## config.mk

```make
export PLATFORM = sky130hd
export DESIGN_NAME = mult16s_dot_accumulator_flat
export DESIGN_NICKNAME = d
export VERILOG_FILES = /design/src/rtl/mult16s_dot_accumulator_if.sv /design/src/rtl/mult16s_dot_accumulator.sv /design/src/flat_wrapper.sv
export SDC_FILE = /design/constraint.sdc
export NUM_CORES = 1
export LEC_CHECK = 0
export CAP_MARGIN = 20
export CORE_MARGIN = 2
export CORE_UTILIZATION = 65
export CTS_CLUSTER_DIAMETER = 40
export DETAILED_ROUTE_END_ITERATION = 6
export DONT_BUFFER_PORTS = 1
export PLACE_DENSITY_LB_ADDON = 0.1
export SKIP_CTS_REPAIR_TIMING = 1
export SKIP_LAST_GASP = 1
export SYNTH_ARGS = -nofsm -noshare
export SYNTH_HDL_FRONTEND = slang
export SYNTH_SLANG_ARGS = --single-unit
```

## constraint.sdc

```tcl
create_clock -name clk -period 5.6 [get_ports clk]
set_input_delay 1.12 -clock clk [delete_from_list [all_inputs] [get_ports clk]]
set_output_delay 1.12 -clock clk [all_outputs]
set_load 0.05 [all_outputs]
```

## src/rtl/mult16s_dot_accumulator_if.sv

```systemverilog
// Product-in / group-sum-out bus between the multiplier stage and the dot accumulator.
// Latency: n/a (signal bundle only).
// Backpressure: in_valid/in_ready on the product side, out_valid/out_ready on the sum side.
interface mult16s_dot_accumulator_if #(
  parameter int PROD_W = 32,
  parameter int ACC_W  = 40
);
  logic              in_valid;
  logic              in_ready;
  logic [PROD_W-1:0] in_product;
  logic              out_valid;
  logic              out_ready;
  logic [ACC_W-1:0]  out_sum;
  logic              out_overflow;
  logic [15:0]       group_cnt;

  // Accumulator side: consumes products, produces group sums.
  modport slave (
    input  in_valid, in_product, out_ready,
    output in_ready, out_valid, out_sum, out_overflow, group_cnt
  );

  // Producer/consumer side: drives products and takes group sums.
  modport master (
    output in_valid, in_product, out_ready,
    input  in_ready, out_valid, out_sum, out_overflow, group_cnt
  );
endinterface

```

## src/rtl/mult16s_dot_accumulator.sv

```systemverilog
// Sums groups of LEN signed products into an ACC_W-bit result with a sticky per-group overflow flag.
// Latency: out_valid rises one cycle after the accept of a group's last product.
// Backpressure: in_ready = ~(out_valid & ~out_ready); the input stalls only while a finished sum is held.
// Optional: define MULT16S_DOT_ACC_SAT_EN for saturating accumulation (default build wraps).
module mult16s_dot_accumulator #(
  parameter int PROD_W = 32,
  parameter int ACC_W  = 40,
  parameter int LEN    = 16
) (
  input logic                      clk,
  input logic                      rst,
  mult16s_dot_accumulator_if.slave bus
);

  logic             w_in_ready;
  logic             w_accept;
  logic             w_first;
  logic             w_last;
  logic [ACC_W-1:0] w_prod_ext;
  logic [ACC_W-1:0] w_base;
  logic [ACC_W-1:0] w_raw;
  logic [ACC_W-1:0] w_step;
  logic             w_step_ovf;
  logic             w_grp_ovf;

  logic [ACC_W-1:0] r_acc;
  logic [15:0]      r_cnt;
  logic             r_ovf;
  logic             r_out_valid;
  logic [ACC_W-1:0] r_out_sum;
  logic             r_out_ovf;

  // Stall only while a finished sum is held and the consumer is not taking it.
  assign w_in_ready = ~(r_out_valid & ~bus.out_ready);
  assign w_accept   = bus.in_valid & w_in_ready;

  // For LEN=1 the first product is also the last, so the sum is just the product.
  assign w_first = (r_cnt == 16'd0);
  assign w_last  = (r_cnt == 16'(LEN-1));

  // The first product of a group replaces whatever the accumulator held.
  assign w_prod_ext = {{(ACC_W-PROD_W){bus.in_product[PROD_W-1]}}, bus.in_product};
  assign w_base     = w_first ? '0 : r_acc;
  assign w_raw      = w_base + w_prod_ext;

  // Signed overflow: addends share a sign and the result does not.
  assign w_step_ovf = (w_base[ACC_W-1] == w_prod_ext[ACC_W-1]) &&
                      (w_raw[ACC_W-1] != w_base[ACC_W-1]);
  assign w_grp_ovf  = (~w_first & r_ovf) | w_step_ovf;

`ifdef MULT16S_DOT_ACC_SAT_EN
  localparam logic [ACC_W-1:0] SAT_MAX = {1'b0, {(ACC_W-1){1'b1}}};
  localparam logic [ACC_W-1:0] SAT_MIN = {1'b1, {(ACC_W-1){1'b0}}};
  // On overflow both addends share a sign, which picks the rail to clamp to.
  assign w_step = w_step_ovf ? (w_base[ACC_W-1] ? SAT_MIN : SAT_MAX) : w_raw;
`else
  assign w_step = w_raw;
`endif

  // Partial-sum state: accumulate on every accept except the group's last.
  always_ff @(posedge clk or posedge rst) begin
    if (rst) begin
      r_acc <= '0;
      r_cnt <= '0;
      r_ovf <= 1'b0;
    end else if (w_accept) begin
      if (w_last) begin
        r_cnt <= '0;
      end else begin
        r_acc <= w_step;
        r_ovf <= w_grp_ovf;
        r_cnt <= r_cnt + 16'd1;
      end
    end
  end

  // Output register: load on group completion, which also wins over a drain in the same cycle.
  always_ff @(posedge clk or posedge rst) begin
    if (rst) begin
      r_out_valid <= 1'b0;
      r_out_sum   <= '0;
      r_out_ovf   <= 1'b0;
    end else if (w_accept && w_last) begin
      r_out_valid <= 1'b1;
      r_out_sum   <= w_step;
      r_out_ovf   <= w_grp_ovf;
    end else if (r_out_valid && bus.out_ready) begin
      r_out_valid <= 1'b0;
    end
  end

  assign bus.in_ready     = w_in_ready;
  assign bus.out_valid    = r_out_valid;
  assign bus.out_sum      = r_out_sum;
  assign bus.out_overflow = r_out_ovf;
  assign bus.group_cnt    = r_cnt;

endmodule

```

## src/flat_wrapper.sv

```systemverilog
// flat-port wrapper written by rule: the top's interface ports become plain ports
module mult16s_dot_accumulator_flat 
#(
  parameter int PROD_W = 32,
  parameter int ACC_W  = 40,
  parameter int LEN    = 16
)
  (clk, rst, bus_in_valid, bus_in_product, bus_out_ready, bus_in_ready, bus_out_valid, bus_out_sum, bus_out_overflow, bus_group_cnt);
  mult16s_dot_accumulator_if #(.PROD_W(PROD_W), .ACC_W(ACC_W)) bus_i ();
  input logic clk;
  input logic rst;
  input wire logic [$bits(bus_i.in_valid)-1:0] bus_in_valid;
  input wire logic [$bits(bus_i.in_product)-1:0] bus_in_product;
  input wire logic [$bits(bus_i.out_ready)-1:0] bus_out_ready;
  output wire logic [$bits(bus_i.in_ready)-1:0] bus_in_ready;
  output wire logic [$bits(bus_i.out_valid)-1:0] bus_out_valid;
  output wire logic [$bits(bus_i.out_sum)-1:0] bus_out_sum;
  output wire logic [$bits(bus_i.out_overflow)-1:0] bus_out_overflow;
  output wire logic [$bits(bus_i.group_cnt)-1:0] bus_group_cnt;
  assign bus_i.in_valid = bus_in_valid;
  assign bus_i.in_product = bus_in_product;
  assign bus_i.out_ready = bus_out_ready;
  assign bus_in_ready = bus_i.in_ready;
  assign bus_out_valid = bus_i.out_valid;
  assign bus_out_sum = bus_i.out_sum;
  assign bus_out_overflow = bus_i.out_overflow;
  assign bus_group_cnt = bus_i.group_cnt;
  mult16s_dot_accumulator #(.PROD_W(PROD_W), .ACC_W(ACC_W), .LEN(LEN)) u_core (.clk(clk), .rst(rst), .bus(bus_i));
endmodule
```

Word-level counts from Yosys, hierarchy flattened --
Cells that the tools add are included.
Operators by class: add/subtract/negate cells 2, equality and inequality tests 3, mux-type cells 4, bitwise gates (word level) 8, reduce and logical (&&, ||, !) cells 6
Operators with widths (number):
- $add 40x40->40 | 1
- $mux 40 | 1
- $add 16x1->16 const B | 1
- $eq 16x4->1 const B | 1
- $logic_not 16->1 | 1
- $mux 16 | 1
- $not 1->1 | 4
- $and 1x1->1 | 3
- $logic_and 1x1->1 | 3
- $mux 1 | 2
- $reduce_and 2->1 | 1
- $reduce_bool 2->1 | 1
- $eq 1x1->1 | 1
- $ne 1x1->1 | 1
- $or 1x1->1 | 1
Word-level totals: flip-flop bits (word level) 99, bits of input ports 36, output and inout bits 59, word-level logic and storage cells 29

Depth between registers and ports, before layout --
Gate-level depths: netlist (run 1).
word-level depth 6, depth in mapped cells 17, mapped depth without buffers 15

Worst setup path after synthesis (run 1) --
Ideal clock, no wire load.
path kind register to register, from reg u_core.r_cnt[4], in the netlist u_core.bus.group_cnt[4], to reg u_core.r_acc[36], setup time 0.125 ns, arrival time 4.694 ns, data required time 5.475 ns, slack 0.781 ns, stages on the path, launching flop included 18, path buffers 2, period minus slack after synthesis 4.819 ns, cells stage by stage dfrtp_1 -> nor4_1 -> nand3_1 -> or4b_2 -> clkbuf_1 -> clkbuf_1 -> and2_1 -> ha_1 -> fa_1 -> a21o_1 -> a221oi_1 -> a221o_1 -> a211oi_1 -> o21ai_0 -> nand2_1 -> a311oi_1 -> xnor2_1 -> mux2_2
On the way: longest elaborated chain between the ends 3, elaborated cells between the ends (all ways) 6, those cells by class add/sub (1); eq/ne (1); mux (1); bitwise (1); reduce/logical (2)
Ends and longest elaborated chain:
- from (decl) | line mult16s_dot_accumulator.sv:27 | logic [15:0] r_cnt;
- from (signal assigned) | line mult16s_dot_accumulator.sv:72 | r_cnt <= r_cnt + 16'd1;
- $logic_not 16->1 / $eq 16x4->1 (equally long branches) | line mult16s_dot_accumulator.sv:38, mult16s_dot_accumulator.sv:39
- $mux 40 / $not 1->1 (equally long branches)
- $add 40x40->40 / $reduce_and 2->1 (equally long branches)
- to (signal assigned) | line mult16s_dot_accumulator.sv:70 | r_acc <= w_step;
- to (decl) | line mult16s_dot_accumulator.sv:26 | logic [ACC_W-1:0] r_acc;
Parallel ways exist; a longest one is shown, timed or not. A chain may end at the register's enable or synchronous reset.

Worst setup path in the final report (run 1) --
from reg u_core.r_cnt[7], in the netlist u_core.bus.group_cnt[7], to reg u_core.r_out_sum[36], in the netlist u_core.bus.out_sum[36]
On the way: longest elaborated chain between the ends 3, elaborated cells between the ends (all ways) 5, those cells by class add/sub (1); eq/ne (1); mux (1); reduce/logical (2)
Ends and longest elaborated chain:
- $logic_not 16->1 | line mult16s_dot_accumulator.sv:38 | assign w_first = (r_cnt == 16'd0);
- $mux 40 | line mult16s_dot_accumulator.sv:43 | assign w_base = w_first ? '0 : r_acc;
- $add 40x40->40 | line mult16s_dot_accumulator.sv:44 | assign w_raw = w_base + w_prod_ext;
- to (signal assigned) | line mult16s_dot_accumulator.sv:85 | r_out_sum <= w_step;
- to (decl) | line mult16s_dot_accumulator.sv:30 | logic [ACC_W-1:0] r_out_sum;
Parallel ways exist; a longest one is shown, timed or not.

==> results.py, run 1 <==
metrics = {
    "cells_and_area": {
        "nNetsFinal": 772,
        "final_common_cell": "nand2_1",
        "mostFrequentLayoutCells": "nand2_1, dfrtp_1, and2_1, ha_1, a21oi_1",
        "final_util_pct": 71.59,
        "layout-drive-gt1-share_pct": 12.45,
        "syn2layout_area_growth_pct": 6.357,
        "stdcell_count": 828,
        "diodes": 0,
        "fillCellCount": 758,
    },
    "synthesis": {
        "avgSynthCellArea_um2": 9.086,
        "synth_area_leader_cell": "dfrtp_1",
        "synthXorXnorAreaFrac_pct": 6.835,
        "synthSimpleGateAreaFrac_pct": 20.21,
        "synthAdderAreaFrac_pct": 8.489,
        "syn_area_mm2": 0.006279,
        "ys.flop_type": "dfrtp_1",
        "ys_ff_latch": 99,
        "synth_fp_nets": 769,
        "syn_inst": 691,
        "ys_top_cells_by_area": "dfrtp_1, nand2_1, ha_1, mux2_2, xnor2_1",
        "async_flop_share_pct": 100.0,
        "synth_top_area_share_pct": 39.46,
        "synth_compound_area_share_pct": 15.21,
        "synth.distinct_cells": 54,
        "ys_seq_area_share_pct": 39.46,
        "synth_top_family_by_area": "simple AND/OR/NAND/NOR gates",
        "yosysWarnings": 0,
        "yosys-mux-area-fraction_pct": 7.294,
        "synth_edf_count": 0,
    },
    "grt": {
        "grt_usage_pct": 29.32,
        "grt_overflow_total": 0,
        "antenna_found_initial": 0,
        "grt_pass1_vias": 5106,
        "grt_max_degree": 59,
        "grt_pass1_wl_um": 24320,
    },
    "die": {
        "start_util_pct": 67.31,
        "die_h_um": 102.3,
        "die_w_um": 102.3,
        "core_mm2": 0.009328,
        "rows": 35,
        "boundaryPins": 95,
        "die_area_mm2": 0.01046,
    },
    "placement": {
        "dpl_worst_slack_ns": 0.4435,
        "dp_cells": 812,
        "io_buffers": 0,
        "place_congestion": 0.9288,
        "post-dp-hpwl_um": 10650,
    },
    "drt": {
        "drc_errors": 0,
        "initialDrtViolationCount": 259,
        "wirelength_um": 14480,
        "post_drt_wl_per_cell_um": 17.49,
        "via_count": 5036,
        "drt-vias-per-instance": 6.082,
        "ant_nets": 0,
        "dr.pass1.iters": 5,
    },
    "sta": {
        "finalSetupTns_ns": 0,
        "fin_crit_sh_pct": 88.19,
        "tightest_slew_ns": 0.7062,
        "hold_viol": 0,
        "post-route-min-period_ns": 4.938,
        "finClkSkew_ns": 0.02402,
        "setup_viol": 0,
        "setup_ws_ns": 0.6615,
        "fmax_ghz": 0.2025,
        "rsz0062_at_grt": "false",
        "max_slew_margin_pct": 52.92,
        "slew_violations": 0,
    },
    "pwr": {
        "leakage_nw": 3.113,
        "total_power_mw": 3.739,
        "vdd_drop_max_v": 0.0003477,
        "power_density_mw_per_mm2": 559.9,
    },
    "worst_setup_path": {
        "slowest_delay_ns": 0.73,
        "crit_type": "flip-flop to flip-flop",
        "path_buf_inv": 0,
        "cp_slowest_cell": "or4b_4",
        "crit_arrival_ns": 5.20,
        "cp-start-kind": "flip-flop",
        "critPathMaxFanout": 26,
        "crit_family": "compound AO/OA/AOI/OAI gates",
        "end_kind": "flip-flop",
        "worstPathCellList": "nor4_1, nand3_1, or4b_4, and2_1, ha_1, fa_1, a21o_1, a221oi_1, a221o_1, a211oi_1, o21ai_0, nand2_1, a311oi_1, xnor2_1, mux2_2",
        "required_ns": 5.86,
    },
    "cts": {
        "clkLatencyLatePin_ns": 0.38,
        "cts_buffers": 9,
        "htreeDepth": 3,
        "cts_max_path_buffers": 2,
        "cts_tree": "yes",
        "path_clk_slew_ns": 0.12,
        "clkSinkCount": 99,
        "ctsRootBufferMaster": "clkbuf_8",
    },
    "run": {
        "maxCapViolations": 0,
    },
    "min_path": {
        "hp-class": "flip-flop to flip-flop",
    },
    "status": {
        "status": "finished clean",
    },
}
## power by group
| part | total (mW) | internal, mW | switching [mW] |
|---|---|---|---|
| registers | 1.20 | 0.921 | 0.278 |
| clock network | 0.448 | 0.181 | 0.266 |
| logic | 2.09 | 0.904 | 1.19 |
| total | 3.74 | 2.01 | 1.73 |
## cells in the mapped netlist (all sizes together) (2+ instances only)
cell / n
o21ba: 2
dfrtp: 99
a31oi: 5
a221oi: 3
a221o: 2
buf: 4
a21oi: 40
o31ai: 8
nor2b: 2
nor2: 29
a311oi: 3
xnor2: 32
nor4: 5
o21bai: 5
and3: 7
a211o: 2
nor3: 7
nand2: 143
a211oi: 4
xor2: 17
clkbuf: 23
inv: 14
mux2i: 3
o21ai: 41
or3: 4
or4: 2
o21a: 7
mux2: 38
nand3: 17
and2: 43
a21o: 19
nand4: 8
ha: 41
## worst reg2reg max path: stages, from the launching register on
cell	delay, ns
dfrtp_1	0.39
nor4_1	0.32
nand3_1	0.28
or4b_4	0.74
and2_1	0.23
ha_1	0.20
fa_1	0.42
a21o_1	0.19
a221oi_1	0.51
a221o_1	0.30
a211oi_1	0.12
o21ai_0	0.28
nand2_1	0.13
a311oi_1	0.34
xnor2_1	0.11
mux2_2	0.27
## registers in the layout, indices dropped and copies added (netlist names)
register and flops:
u_core.bus.group_cnt 16, u_core.r_ovf 1, u_core.bus.out_valid 1, u_core.bus.out_overflow 1
u_core.r_acc 40, u_core.bus.out_sum 40
## worst paths after layout
check / startpoint / to / slack [ns] / cells after the start
worst min-delay path: u_core.r_acc[10]$_DFFE_PP0P_ / u_core.r_acc[10]$_DFFE_PP0P_ / 0.49 / 2
worst max-delay path: u_core.bus.group_cnt[7]$_DFFE_PP0P_ / u_core.bus.out_sum[36]$_DFFE_PP0P_ / 0.66 / 15
min in group asynchronous: rst / u_core.bus.out_sum[7]$_DFFE_PP0P_ / 0.62 / 1
worst max register to register: u_core.bus.group_cnt[7]$_DFFE_PP0P_ / u_core.bus.out_sum[36]$_DFFE_PP0P_ / 0.66 / 15
worst min register to register: u_core.r_acc[10]$_DFFE_PP0P_ / u_core.r_acc[10]$_DFFE_PP0P_ / 0.49 / 2
max in group asynchronous: rst / u_core.r_acc[32]$_DFFE_PP0P_ / 3.87 / 2
## layout make-up
type / instances / area, um2 / share of cell area [%]
multi-input combinational: 551 / 3655 / 54.73
sequential: 99 / 2477 / 37.10
tap: 129 / 161.4 / 2.417
timing repair buffer: 19 / 142.6 / 2.136
clock buffer: 11 / 141.4 / 2.117
inverter: 14 / 55.05 / 0.8244
clock inverter: 5 / 45.04 / 0.6745
## kinds of logic after synthesis
family | Yosys count
multiplexers | 41
buffers and inverters | 41
AO/OA/AOI/OAI | 148
AND/OR/NAND/NOR | 271
flip-flops | 99
XOR/XNOR | 49
adder cells (fa/ha/maj) | 42
## layer usage
metal / share of wire [%] / global-route usage, %
met3: 6.2 / 7.182
met2: 50 / 50.25
met4: 1.1 / 8.410
met1: 43 / 37.02
met5: 0 / 0
## metrics by stage
stage	hold WS [ns]	instance area, um2
floorplan	0.4374	6279
global placement	0.4524	6487
detailed placement	0.4585	6487
CTS	0.4866	6674
global route	0.5153	6678
finish	0.4855	6678
(Power assumes the default switching activity.)
==> inputs of run 2 (changes only) <==
--- a/config.mk
+++ b/config.mk
@@ -6,7 +6,6 @@
 export NUM_CORES = 1
 export LEC_CHECK = 0
 export CAP_MARGIN = 20
-export CORE_MARGIN = 2
 export CORE_UTILIZATION = 65
 export CTS_CLUSTER_DIAMETER = 40
 export DETAILED_ROUTE_END_ITERATION = 6
==> results.py, run 2 (synthesis results as in run 1) <==
metrics = {
    "drt": {
        "dr_wl_met3_um": 866,
        "post_drt_wl_per_cell_um": 17.38,
        "drc_errors": 0,
        "via_count": 5010,
        "wl_met2_um": 7102,
        "wirelength_um": 14370,
        "drt-vias-per-instance": 6.058,
        "initialDrtViolationCount": 192,
        "met1Wirelength_um": 6192,
        "ant_nets": 0,
        "dr.pass1.iters": 5,
        "top_layer": "met4",
    },
    "grt": {
        "grt_pass1_wl_um": 23650,
        "grt_max_degree": 59,
        "grt_usage_pct": 29.68,
        "antenna_found_initial": 0,
        "grt_pass1_vias": 4998,
        "grt_overflow_total": 0,
    },
    "worst_setup_path": {
        "critPathMaxFanout": 25,
        "r2r_slack_ns": 0.64,
        "cp-start-kind": "flip-flop",
        "slowest_delay_ns": 0.73,
        "worstPathCellList": "nor4_1, nand3_1, or4b_4, and2_1, ha_1, fa_1, a21o_1, a221oi_1, a221o_1, a211oi_1, o21ai_0, nand2_1, a311oi_1, xnor2_1, mux2_2",
        "cp-endpoint": "u_core.bus.out_sum[36]$_DFFE_PP0P_",
        "cp_slowest_cell": "or4b_4",
        "crit_path_start": "u_core.bus.group_cnt[7]$_DFFE_PP0P_",
        "rr_worst_depth": 15,
        "crit_arrival_ns": 5.21,
        "r2r-end": "u_core.bus.out_sum[36]$_DFFE_PP0P_",
        "end_kind": "flip-flop",
        "required_ns": 5.85,
        "r2r-start": "u_core.bus.group_cnt[7]$_DFFE_PP0P_",
        "crit_type": "flip-flop to flip-flop",
    },
    "sta": {
        "max_slew_margin_pct": 50.97,
        "finalSetupTns_ns": 0,
        "finClkSkew_ns": 0.01436,
        "slew_violations": 0,
        "post-route-min-period_ns": 4.963,
        "rsz0062_at_grt": "false",
        "fin_crit_sh_pct": 88.62,
        "fmax_ghz": 0.2015,
        "setup_viol": 0,
        "setup_ws_ns": 0.6374,
        "tightest_slew_ns": 0.7355,
        "hold_viol": 0,
    },
    "cells_and_area": {
        "layout-drive-gt1-share_pct": 12.32,
        "mostFrequentLayoutCells": "nand2_1, dfrtp_1, and2_1, ha_1, a21oi_1",
        "fillCellCount": 747,
        "syn2layout_area_growth_pct": 6.477,
        "diodes": 0,
        "fin_area_mm2": 0.006685,
        "nNetsFinal": 771,
        "final_util_pct": 72.01,
        "final_common_cell": "nand2_1",
    },
    "placement": {
        "placed_cell_area_mm2": 0.006480,
        "io_buffers": 0,
        "place_congestion": 0.9642,
        "post-dp-hpwl_um": 10450,
        "dpl_worst_slack_ns": 0.3676,
    },
    "cts": {
        "clkSinkCount": 99,
        "clkLatencyLatePin_ns": 0.37,
        "cts_tree": "yes",
        "cts_buffers": 9,
        "cts_max_path_buffers": 2,
        "ctsRootBufferMaster": "clkbuf_8",
        "htreeDepth": 3,
        "path_clk_slew_ns": 0.10,
    },
    "run": {
        "maxCapViolations": 0,
    },
    "pwr": {
        "vdd_drop_max_v": 0.0003247,
        "power_density_mw_per_mm2": 564.6,
        "leakage_nw": 3.115,
    },
    "die": {
        "rows": 35,
        "boundaryPins": 95,
        "die_area_mm2": 0.01006,
        "die_w_um": 100.3,
        "core_mm2": 0.009284,
        "start_util_pct": 67.63,
        "die_h_um": 100.3,
    },
    "status": {
        "status": "finished clean",
    },
    "min_path": {
        "hp-start": "u_core.r_acc[0]$_DFFE_PP0P_",
        "hp-class": "flip-flop to flip-flop",
    },
}
## run 2: routing by layer
layer / vias to the layer above / global-route usage [%]
met4: 0 / 9.365
met3: 19 / 5.362
met2: 148 / 51.69
met5: - / 0
met1: 2435 / 37.48
li1: 2408 / -
## run 2: final cells by class
cell class,count,area [um2],area share (%)
clock inverters,5,60.06,0.8984
repair buffers,18,135.1,2.021
flip-flops and latches,99,2477,37.06
clock buffers,11,141.4,2.115
inverters,14,55.05,0.8235
well taps,129,161.4,2.414
multi-input cells,551,3655,54.67
## run 2: power breakdown
group	internal, mW	switching, mW
sequential	0.921	0.277
clock	0.222	0.256
combinational	0.905	1.19
total	2.05	1.73
## run 2: stage by stage
step	hold WS, ns	instances	power [mW]
after floorplan	0.4374	691	2.845
after global placement	0.4491	811	3.203
after detailed placement	0.4570	811	3.269
after CTS	0.4802	827	3.759
after global routing	0.5036	827	4.047
final	0.4789	827	3.774
## run 2: worst min-delay path by stage
stage,end,slack [ns],cells after the start
after floorplan,u_core.r_acc[0]$_DFFE_PP0P_,0.44,2
after global routing,u_core.r_acc[10]$_DFFE_PP0P_,0.50,2
final,u_core.r_acc[0]$_DFFE_PP0P_,0.48,2
after global placement,u_core.r_acc[10]$_DFFE_PP0P_,0.45,2
after CTS,u_core.r_acc[10]$_DFFE_PP0P_,0.48,2
after detailed placement,u_core.r_acc[10]$_DFFE_PP0P_,0.46,2
## run 2: critical path, delay by kind of cell (launching register included)
family                   cells  cell delay, ns
multiplexers                 1            0.27
adder cells (fa/ha/maj)      2            0.61
XOR/XNOR                     1            0.11
AO/OA/AOI/OAI                6            1.76
flip-flops                   1            0.39
AND/OR/NAND/NOR              5            1.70
